$ cat src/rtl/steer_slew_ctrl.sv
// -----------------------------------------------------------------------------
// steer_slew_ctrl
//
// Slew-rate-limited steering servo angle controller.
//
// Two requesters compete for the steering target:
//   * manual : pos_dir / neg_dir push the wheel to MAX_ANGLE / MIN_ANGLE.
//              A request exists only when exactly one of the two is high.
//   * auto   : tgt_valid / tgt_angle handshake with tgt_ready. The target is
//              clamped into [MIN_ANGLE, MAX_ANGLE] before it is stored.
// Manual always wins. Manual may retarget an ongoing slew; auto may not.
//
// The output angle walks toward the stored target one degree every STEP_DIV
// clocks. After arriving, the block sits in HOLD. If nothing new arrives for
// HOLD_CYCLES clocks, it slews back to CENTER_ANGLE by itself and then
// drops to IDLE.
//
// Ports
//   clk        : sole clock; all state changes on its rising edge
//   nrst       : asynchronous active-low reset
//   pos_dir    : manual request toward MAX_ANGLE
//   neg_dir    : manual request toward MIN_ANGLE
//   tgt_valid  : auto requester offers tgt_angle
//   tgt_angle  : auto target angle, unsigned degrees
//   tgt_ready  : auto target taken on an edge where tgt_valid && tgt_ready
//   angle      : registered, slew-limited servo angle
//   busy       : high while slewing
//   src        : owner of the current target
//                (00 none, 01 manual, 10 auto, 11 center-return)
// -----------------------------------------------------------------------------
module steer_slew_ctrl #(
    parameter logic [15:0] STEP_DIV     = 16'd50000,
    parameter logic [23:0] HOLD_CYCLES  = 24'd5_000_000,
    parameter logic [7:0]  MIN_ANGLE    = 8'd70,
    parameter logic [7:0]  MAX_ANGLE    = 8'd110,
    parameter logic [7:0]  CENTER_ANGLE = 8'd90
) (
    input  logic       clk,
    input  logic       nrst,
    input  logic       pos_dir,
    input  logic       neg_dir,
    input  logic       tgt_valid,
    input  logic [7:0] tgt_angle,
    output logic       tgt_ready,
    output logic [7:0] angle,
    output logic       busy,
    output logic [1:0] src
);

    typedef enum logic [1:0] {
        ST_IDLE = 2'd0,
        ST_SLEW = 2'd1,
        ST_HOLD = 2'd2
    } state_t;

    localparam logic [1:0] SRC_NONE   = 2'b00;
    localparam logic [1:0] SRC_MANUAL = 2'b01;
    localparam logic [1:0] SRC_AUTO   = 2'b10;
    localparam logic [1:0] SRC_CENTER = 2'b11;

    // Terminal counts: the step happens on the cycle the counter sits at
    // STEP_DIV-1, so the first move lands STEP_DIV cycles after entering SLEW.
    localparam logic [15:0] STEP_LAST = STEP_DIV - 16'd1;
    localparam logic [23:0] HOLD_LAST = HOLD_CYCLES - 24'd1;

    // -------------------------------------------------------------------------
    // State
    // -------------------------------------------------------------------------
    state_t      state_q,    state_d;
    logic [7:0]  angle_q,    angle_d;
    logic [7:0]  target_q,   target_d;
    logic [1:0]  src_q,      src_d;
    logic [15:0] step_cnt_q, step_cnt_d;
    logic [23:0] hold_cnt_q, hold_cnt_d;

    // -------------------------------------------------------------------------
    // Request decode
    // -------------------------------------------------------------------------
    logic       manual_req;
    logic [7:0] manual_tgt;
    logic [7:0] auto_tgt;
    logic [7:0] req_tgt;
    logic       auto_take;

    // Both direction inputs high cancel each other out.
    assign manual_req = pos_dir ^ neg_dir;
    assign manual_tgt = pos_dir ? MAX_ANGLE : MIN_ANGLE;

    always_comb begin
        auto_tgt = tgt_angle;
        if (tgt_angle < MIN_ANGLE) begin
            auto_tgt = MIN_ANGLE;
        end else if (tgt_angle > MAX_ANGLE) begin
            auto_tgt = MAX_ANGLE;
        end
    end

    // Ready is gated by nrst so an auto requester never sees a handshake
    // while the block is held in reset. A pending manual request masks ready,
    // which leaves a simultaneous auto offer unconsumed.
    assign tgt_ready = nrst & (state_q != ST_SLEW) & ~manual_req;
    assign auto_take = tgt_valid & tgt_ready;
    assign req_tgt   = manual_req ? manual_tgt : auto_tgt;

    // -------------------------------------------------------------------------
    // Next-state logic
    // -------------------------------------------------------------------------
    always_comb begin
        state_d    = state_q;
        angle_d    = angle_q;
        target_d   = target_q;
        src_d      = src_q;
        step_cnt_d = step_cnt_q;
        hold_cnt_d = hold_cnt_q;

        case (state_q)
            ST_IDLE, ST_HOLD: begin
                if (manual_req || auto_take) begin
                    target_d = req_tgt;
                    src_d    = manual_req ? SRC_MANUAL : SRC_AUTO;
                    // Already there: skip the slew, restart the hold window.
                    if (req_tgt == angle_q) begin
                        state_d    = ST_HOLD;
                        hold_cnt_d = '0;
                    end else begin
                        state_d    = ST_SLEW;
                        step_cnt_d = '0;
                    end
                end else if (state_q == ST_HOLD) begin
                    if (hold_cnt_q == HOLD_LAST) begin
                        target_d   = CENTER_ANGLE;
                        src_d      = SRC_CENTER;
                        state_d    = ST_SLEW;
                        step_cnt_d = '0;
                    end else begin
                        hold_cnt_d = hold_cnt_q + 24'd1;
                    end
                end
            end

            ST_SLEW: begin
                // Manual preemption retargets immediately; the step counter
                // keeps its phase so the slew rate is never exceeded.
                if (manual_req) begin
                    target_d = manual_tgt;
                    src_d    = SRC_MANUAL;
                end

                if (angle_q == target_d) begin
                    if (src_d == SRC_CENTER) begin
                        state_d = ST_IDLE;
                        src_d   = SRC_NONE;
                    end else begin
                        state_d    = ST_HOLD;
                        hold_cnt_d = '0;
                    end
                end else if (step_cnt_q == STEP_LAST) begin
                    step_cnt_d = '0;
                    if (target_d > angle_q) begin
                        angle_d = angle_q + 8'd1;
                    end else begin
                        angle_d = angle_q - 8'd1;
                    end
                end else begin
                    step_cnt_d = step_cnt_q + 16'd1;
                end
            end

            default: begin
                state_d = ST_IDLE;
            end
        endcase
    end

    // -------------------------------------------------------------------------
    // Registers
    // -------------------------------------------------------------------------
    always_ff @(posedge clk or negedge nrst) begin
        if (!nrst) begin
            state_q    <= ST_IDLE;
            angle_q    <= CENTER_ANGLE;
            target_q   <= CENTER_ANGLE;
            src_q      <= SRC_NONE;
            step_cnt_q <= '0;
            hold_cnt_q <= '0;
        end else begin
            state_q    <= state_d;
            angle_q    <= angle_d;
            target_q   <= target_d;
            src_q      <= src_d;
            step_cnt_q <= step_cnt_d;
            hold_cnt_q <= hold_cnt_d;
        end
    end

    // -------------------------------------------------------------------------
    // Outputs
    // -------------------------------------------------------------------------
    assign angle = angle_q;
    assign busy  = (state_q == ST_SLEW);
    assign src   = src_q;

endmodule

$ cat config.mk
export PLATFORM = sky130hd
export DESIGN_NAME = steer_slew_ctrl
export DESIGN_NICKNAME = d
export VERILOG_FILES = /design/src/rtl/steer_slew_ctrl.sv
export SDC_FILE = /design/constraint.sdc
export NUM_CORES = 1
export LEC_CHECK = 0
export CORE_UTILIZATION = 31
export DETAILED_ROUTE_END_ITERATION = 16
export PLACE_DENSITY_LB_ADDON = 0.12
export SYNTH_ARGS = -nofsm -noshare
export SYNTH_HDL_FRONTEND = slang
export SYNTH_SLANG_ARGS = --single-unit
$ cat constraint.sdc
create_clock -name clk -period 7.3 [get_ports clk]
set_input_delay 0.73 -clock clk [delete_from_list [all_inputs] [get_ports clk]]
set_output_delay 0.73 -clock clk [all_outputs]
set_load 0.01 [all_outputs]
Word level (Yosys, flattened, before mapping):

Index checks and enable logic that the tools add are counted.

* reduce and logical (&&, ||, !) cells: 9
* bitwise operators: 6
* multiplexer cells: 41
* magnitude comparators: 3
* add/subtract/negate cells: 4
* eq/ne operators: 16

Operators with widths (count)
* 24-bit 2-to-1 mux: 6
* 16-bit 2-to-1 mux: 6
* 8-bit 2-to-1 mux: 9
* 24-bit case mux with 2 select lines: 1
* 16-bit case mux with 2 select lines: 1
* 2-bit 2-to-1 mux: 14
* 24-bit by 1-bit adder with 24-bit output, second input constant: 1
* 24-bit by 23-bit == test with 1-bit output, second input constant: 1
* 16-bit by 1-bit adder with 16-bit output, second input constant: 1
* 16-bit == test, second input constant: 1
* 8-bit == test: 2
* 8-bit case mux with 2 select lines: 1
* 3-bit != test, second input constant: 5
* 3-bit AND reduction: 3
* 8-bit by 1-bit adder with 8-bit output, second input constant: 1
* 8-bit by 7-bit greater-than comparator with 1-bit output, second input constant: 1
* 8-bit greater-than comparator: 1
* 8-bit by 7-bit < comparator with 1-bit output, second input constant: 1
* 2-bit case mux with 2 select lines: 2
* 8-bit by 1-bit subtractor with 8-bit output, second input constant: 1
* 6-bit 2-to-1 mux: 1
* 6-bit AND reduction: 1
* 5-bit AND reduction: 1
* 2-bit == test, second input constant: 2
* other kinds (10): 15

* word-level logic and storage cells: 85
* flip-flop bits (word level): 60

Logic depth before layout (Yosys ltp):

Gate-level depths: netlist (run 1).

* word-level depth: 8
* depth in mapped cells: 17
* depth with buffers taken out: 15

Worst setup path after synthesis (run 1):

Ideal clock, no wire load.

* path type: input to register
* start: input port neg_dir
* end: register angle_q[7] (netlist: angle[7])
* data required time: 7174 ps
* arrival time: 3932 ps
* stages on the path: 16
* setup time: 126 ps
* buffers on the path: 2
* slack: 3241 ps
* cells stage by stage: buf_4 > xnor2_2 > clkbuf_1 > nand2b_1 > ha_1 > a2111oi_0 > o21ai_0 > a31oi_1 > ha_1 > a21o_1 > a211oi_1 > o21ai_0 > o211ai_1 > xnor2_1 > nand2_1 > xnor2_1

* longest elaborated chain between the ends: 6
* elaborated cells on any way between the ends: 8

RTL lines
* start: declaration: RTL line 41 `input logic neg_dir,`
* 1-bit bitwise XOR *: RTL line 86 `assign manual_req = pos_dir ^ neg_dir;`
* 8-bit 2-to-1 mux *: RTL line 144 `if (manual_req) begin`
* 8-bit 2-to-1 mux *: RTL line 116 `case (state_q)`
* branches (longest 3 deep; another with 8-bit greater-than comparator)
* end signal: assignment: RTL line 188 `angle_q <= angle_d;`
* end: declaration: RTL line 70 `logic [7:0] angle_q, angle_d;`

Mark *: on every way between the ends. The select of a mux whose other input is x is not followed.
A chain may end at the register's enable or synchronous reset.

Worst setup path in the final report (run 1):

Ends and elaborated chain as after synthesis.

==> results of run 1 <==
logic make-up after synthesis:
logic type               Yosys count  share of synthesized area (%)
AND/OR/NAND/NOR                  165                           21.4
multiplexers                       1                          0.249
XOR/XNOR                          12                           3.27
AO/OA/AOI/OAI                    156                           26.9
adder cells (fa/ha/maj)           21                           6.48
flip-flops                        60                           37.6
buffers and inverters             36                           4.08
per-stage QoR:
step / utilization (%) / hold slack (ns) / cell area, µm²
floorplan: - / 0.434 / 4020
global placement: 34.9 / 0.468 / 4400
detailed placement: 34.9 / 0.483 / 4400
CTS: 37.4 / 0.432 / 4720
global route: 37.4 / 0.443 / 4720
finish: 37.4 / 0.416 / 4720
state kept, by name, indices dropped and copies added (netlist names):
register,cells
state_q,2
step_cnt_q,16
angle,8
hold_cnt_q,24
target_q,8
src,2
worst paths after layout:
path | startpoint | end | slack (ns) | cells past startpoint
min in group clk | target_q[1] | target_q[1] | 0.49 | 2
max in group asynchronous | nrst | angle[6] | 5.93 | 2
min | nrst | target_q[5] | 0.42 | 1
max | neg_dir | angle[7] | 2.53 | 15
max reg2reg | target_q[3] | angle[7] | 3.54 | 13
min reg2reg | target_q[1] | target_q[1] | 0.49 | 2
layout make-up:
cell class	instances	area, µm²	area share, %
clock inverter	4	72.6	1.54
clock buffer	12	246	5.22
sequential	60	1510	32.0
tap	172	215	4.56
inverter	17	63.8	1.35
timing repair buffer	28	265	5.62
multi-input combinational	355	2350	49.7
synth_stat cells, types with 6 or more instances:
library cell / n / share of area, %
and2_1: 10 / 1.6
o21ai_0: 25 / 3.1
a21oi_1: 27 / 3.4
clkbuf_1: 10 / 0.93
nor3_1: 9 / 1.1
nand2_1: 37 / 3.5
inv_1: 17 / 1.6
nand2b_1: 7 / 1.1
a21o_1: 6 / 1.1
nor2_1: 28 / 2.6
xnor2_1: 6 / 1.3
dfrtp_1: 52 / 32
dfstp_2: 8 / 5.2
a31oi_1: 21 / 3.3
o21a_1: 9 / 1.7
nand4_1: 11 / 1.7
o31ai_1: 30 / 5.6
and3_1: 12 / 1.9
nand3_1: 24 / 3.0
ha_1: 16 / 5.0
nor4_1: 6 / 0.93
a41oi_1: 10 / 2.2
layer usage:
metal	routed length (µm)	part of all wire (%)	track usage, %	vias up
li1	-	-	-	1774
met1	5560	51	25.7	1770
met2	4660	43	24.2	79
met3	455	4.2	4.03	17
met4	228	2.1	6.58	0
met5	0	0	0	-
power by group through the flow:
stage	registers [µW]	clock network (µW)	logic (µW)
CTS	509	481	380
floorplan	484	0	286
global placement	516	0	375
global route	526	493	428
detailed placement	513	0	380
finish	511	468	379
worst register-to-register path: stages (launching register included):
cell	delay [ns]
dfstp_2	0.37
maj3_1	0.39
ha_1	0.33
a2111oi_0	0.36
o21ai_0	0.14
a31oi_1	0.63
ha_1	0.37
a21o_1	0.19
a211oi_1	0.28
o21ai_0	0.13
o211ai_1	0.12
xnor2_1	0.14
nand2_1	0.08
xnor2_1	0.12
==> results.json, run 1 <==
{
  "min_period_ns": 4.77,
  "dp_hpwl_um": 7460,
  "seq_area_frac_synth_pct": 37.6,
  "grt_setup_unrepaired": "false",
  "finalNonFillerCells": 648,
  "cts_tree": "built",
  "num_io_pins": 25,
  "setup_ws_ns": 2.53,
  "arrival_ns": 4.99,
  "intPower_uw": 868,
  "fmax_mhz": 210,
  "clock_power_share_pct": 34.5,
  "diodes": 0,
  "overflow": 0,
  "antenna_left": 0,
  "drive_gt1_share_pct": 9.03,
  "drt-initial-drc-count": 333,
  "clock_path_buffers": 2,
  "ys.flop_type": "dfrtp_1",
  "htreeDepth": 3,
  "cts_hold_buf": 0,
  "timing.critical_path.to_type": "flip-flop",
  "start_kind": "primary input",
  "slowest_delay_ns": 0.77,
  "power_leakage_uw": 0.00184,
  "critPathKind": "primary input to flip-flop",
  "final.setup_skew_ns": 0.00611,
  "crit_slowest_cell": "clkdlybuf4s50_1",
  "outcome": "finished clean",
  "drt-total-wl_um": 10900,
  "yosysWarnings": 0,
  "ys_seq_elements": 60,
  "cp.required_ns": 7.52,
  "grt.total_usage_pct": 17.4,
  "synthArstFlopShare_pct": 100,
  "p_seq_share_pct": 37.6,
  "tightest_slew_ns": 0.831,
  "detail_route.vias_per_cell": 5.62,
  "drc": 0,
  "area_delta_synth_final_pct": 17.6,
  "layout_commonest_cell": "dfrtp_1",
  "avgSynthCellArea_um2": 8.91,
  "grt_pass1_wl_um": 17900,
  "gp_congestion": 0.825,
  "fillers": 1308,
  "portBuffers": 24,
  "irDropWorstVdd_mv": 0.122,
  "synth_enable_flop_cells": 0,
  "clkSinkCount": 60,
  "syn_nets": 481,
  "grt_max_degree": 39,
  "postSynthCellCount": 451,
  "maxSlewViolCount": 0,
  "postCtsSetupRepairBufs": 0,
  "nets": 501,
  "power_density_nw_per_um2": 287,
  "worst-path-max-fanout": 9,
  "mostFrequentLayoutCells": "dfrtp_1 (52), nand2_1 (37), o31ai_1 (30), nor2_1 (28), a21oi_1 (27)",
  "core_area_um2": 12600,
  "cts-root-buf": "clkbuf_16",
  "place_ws_ns": 2.17,
  "path_cells": "clkdlybuf4s50_1 > inv_1 > maj3_1 > ha_1 > a2111oi_0 > o21ai_0 > a31oi_1 > ha_1 > a21o_1 > a211oi_1 > o21ai_0 > o211ai_1 > xnor2_1 > nand2_1 > xnor2_1",
  "first_pass_iters": 5,
  "switchingPower_uw": 489,
  "fin_tns_setup_ns": 0,
  "fp.dieArea_um2": 13400,
  "finalPower_uw": 1360,
  "slew_headroom_pct": 44.3,
  "cap_violations": 0,
  "die_h_um": 116,
  "cts_made_buffers": 9,
  "finalSetupViolations": 0,
  "cp.buffers_inverters": 2,
  "finalHoldViolations": 0,
  "rows": 41,
  "cts_resized": 0,
  "cp_top_family": "compound AO/OA/AOI/OAI gates",
  "ys_types": 61,
  "antenna_found_initial": 0,
  "vias": 3640,
  "swShare_pct": 36.0,
  "clk_pin_slew_ns": 0.06,
  "p_comb_share_pct": 27.9,
  "hold_class": "primary input to asynchronous set/reset pin",
  "synth.cell_area_um2": 4020,
  "fin_crit_sh_pct": 65.4,
  "wl_per_cell_um": 16.8,
  "clk_latency_ns": 0.34,
  "start_util_pct": 31.8,
  "die_x_um": 116,
  "grt_pass1_vias": 3275,
  "place_inst": 632
}
No activity file was read; power rests on OpenSTA's default activity.
==> inputs of run 2 (changes only) <==
==> constraint.sdc (replaced) <==
create_clock -name clk -period 4.3 [get_ports clk]
set_input_delay 0.43 -clock clk [delete_from_list [all_inputs] [get_ports clk]]
set_output_delay 0.43 -clock clk [all_outputs]
set_load 0.01 [all_outputs]
==> results.json, run 2 (synthesis gave the netlist of run 1 again) <==
{
  "outcome": "finished clean",
  "rows": 41,
  "fp.dieArea_um2": 13400,
  "nets": 508,
  "min_period_ns": 3.90,
  "gp_congestion": 0.855,
  "start_util_pct": 31.8,
  "r2r_cells": 13,
  "grt_pass1_wl_um": 18100,
  "fin_crit_sh_pct": 90.7,
  "antenna_left": 0,
  "top_register": "hold_cnt_q",
  "drt-total-wl_um": 10700,
  "portBuffers": 24,
  "timing.critical_path.to_type": "flip-flop",
  "finalHoldViolations": 0,
  "power_density_nw_per_um2": 467,
  "die_h_um": 116,
  "critPathKind": "primary input to flip-flop",
  "start_kind": "primary input",
  "fin_tns_setup_ns": 0,
  "clk_latency_ns": 0.33,
  "fmax_mhz": 256,
  "cp.required_ns": 4.52,
  "cts_hold_buf": 0,
  "cts_resized": 0,
  "top_regs": "hold_cnt_q (24), step_cnt_q (16)",
  "grt_setup_unrepaired": "false",
  "arrival_ns": 4.12,
  "final.setup_skew_ns": 0.00879,
  "worst-path-max-fanout": 4,
  "grt_max_degree": 38,
  "cts_made_buffers": 9,
  "slew_headroom_pct": 19.9,
  "vias": 3633,
  "tightest_slew_ns": 1.20,
  "antenna_found_initial": 0,
  "clkSinkCount": 60,
  "maxSlewViolCount": 0,
  "finalSetupViolations": 0,
  "hold_class": "primary input to asynchronous set/reset pin",
  "dp_hpwl_um": 7660,
  "grt_pass1_vias": 3428,
  "layout_commonest_cell": "dfrtp_1",
  "first_pass_iters": 4,
  "clock_path_buffers": 2,
  "htreeDepth": 3,
  "drt-initial-drc-count": 293,
  "cap_violations": 0,
  "die_x_um": 116,
  "hold_ws_ns": 0.115,
  "diodes": 0,
  "mostFrequentLayoutCells": "dfrtp_1 (52), nand2_1 (37), o31ai_1 (30), nor2_1 (28), a21oi_1 (27)",
  "power_leakage_uw": 0.00186,
  "drc": 0,
  "postCtsSetupRepairBufs": 0,
  "drive_gt1_share_pct": 10.4,
  "overflow": 0,
  "cts-root-buf": "clkbuf_16",
  "core_area_um2": 12600,
  "irDropWorstVdd_mv": 0.235,
  "area_delta_synth_final_pct": 18.0,
  "grt.total_usage_pct": 17.4,
  "wl_per_cell_um": 16.3,
  "clk_pin_slew_ns": 0.06,
  "final_util_pct": 37.6,
  "largest_register_ffs": 24,
  "num_io_pins": 25,
  "cts_tree": "built",
  "detail_route.vias_per_cell": 5.55
}
[run 2: power by group]
group	internal [µW]	switching (µW)
registers	704	161
logic	250	392
clock network	445	264
[run 2: worst paths after layout]
| path | start | endpoint | slack [ns] |
|---|---|---|---|
| min in group clk | target_q[1] | target_q[1] | 0.48 |
| min | nrst | target_q[0] | 0.12 |
| max in group asynchronous | nrst | angle[6] | 3.78 |
| max | neg_dir | angle[7] | 0.40 |
| max reg2reg | angle[3] | angle[7] | 0.79 |
| min reg2reg | target_q[1] | target_q[1] | 0.48 |
[run 2: worst max-delay path, cell delays in order]
cell and delay, ns:
clkdlybuf4s50_1 0.55, inv_1 0.11, maj3_1 0.39, ha_1 0.33, a2111oi_0 0.36, o21ai_0 0.17
a31oi_1 0.38, ha_1 0.32, a21o_1 0.19, a211oi_1 0.28, o21ai_0 0.14, o211ai_1 0.12
xnor2_1 0.14, nand2_1 0.08, xnor2_1 0.12
[run 2: routing by layer]
metal	routed length, µm	part of all wire, %	up-vias	GRT usage, %
met3	306	2.9	17	3.82
met2	4610	43	60	25.5
met4	201	1.9	0	6.75
li1	-	-	1785	-
met1	5590	52	1771	24.7
met5	0	0	-	0
[run 2: cell type report]
type | instances | area, µm²
Sequential cell | 60 | 1510
Inverter | 17 | 63.8
Fill cell | 1322 | 7880
Clock buffer | 11 | 233
Timing Repair Buffer | 35 | 318
Tap cell | 172 | 215
Multi-Input combinational cell | 355 | 2350
Clock inverter | 5 | 52.6
[run 2: per-stage QoR]
stage	instances	setup WS, ns	power, µW	instance area [µm²]
after global placement	639	0.166	1520	4460
after global routing	655	0.0740	2370	4740
after CTS	655	0.460	2240	4740
final	655	0.400	2220	4740
after floorplan	451	0.541	1310	4020
after detailed placement	639	0.148	1520	4460
==> inputs of run 3 (changes only) <==
--- a/config.mk
+++ b/config.mk
@@ -6,6 +6,7 @@
 export NUM_CORES = 1
 export LEC_CHECK = 0
 export CORE_UTILIZATION = 31
+export CTS_CLUSTER_SIZE = 24
 export DETAILED_ROUTE_END_ITERATION = 16
 export PLACE_DENSITY_LB_ADDON = 0.12
 export SYNTH_ARGS = -nofsm -noshare
==> results of run 3 <==
The final DEF is identical to that of run 2; final timing and power are the same.
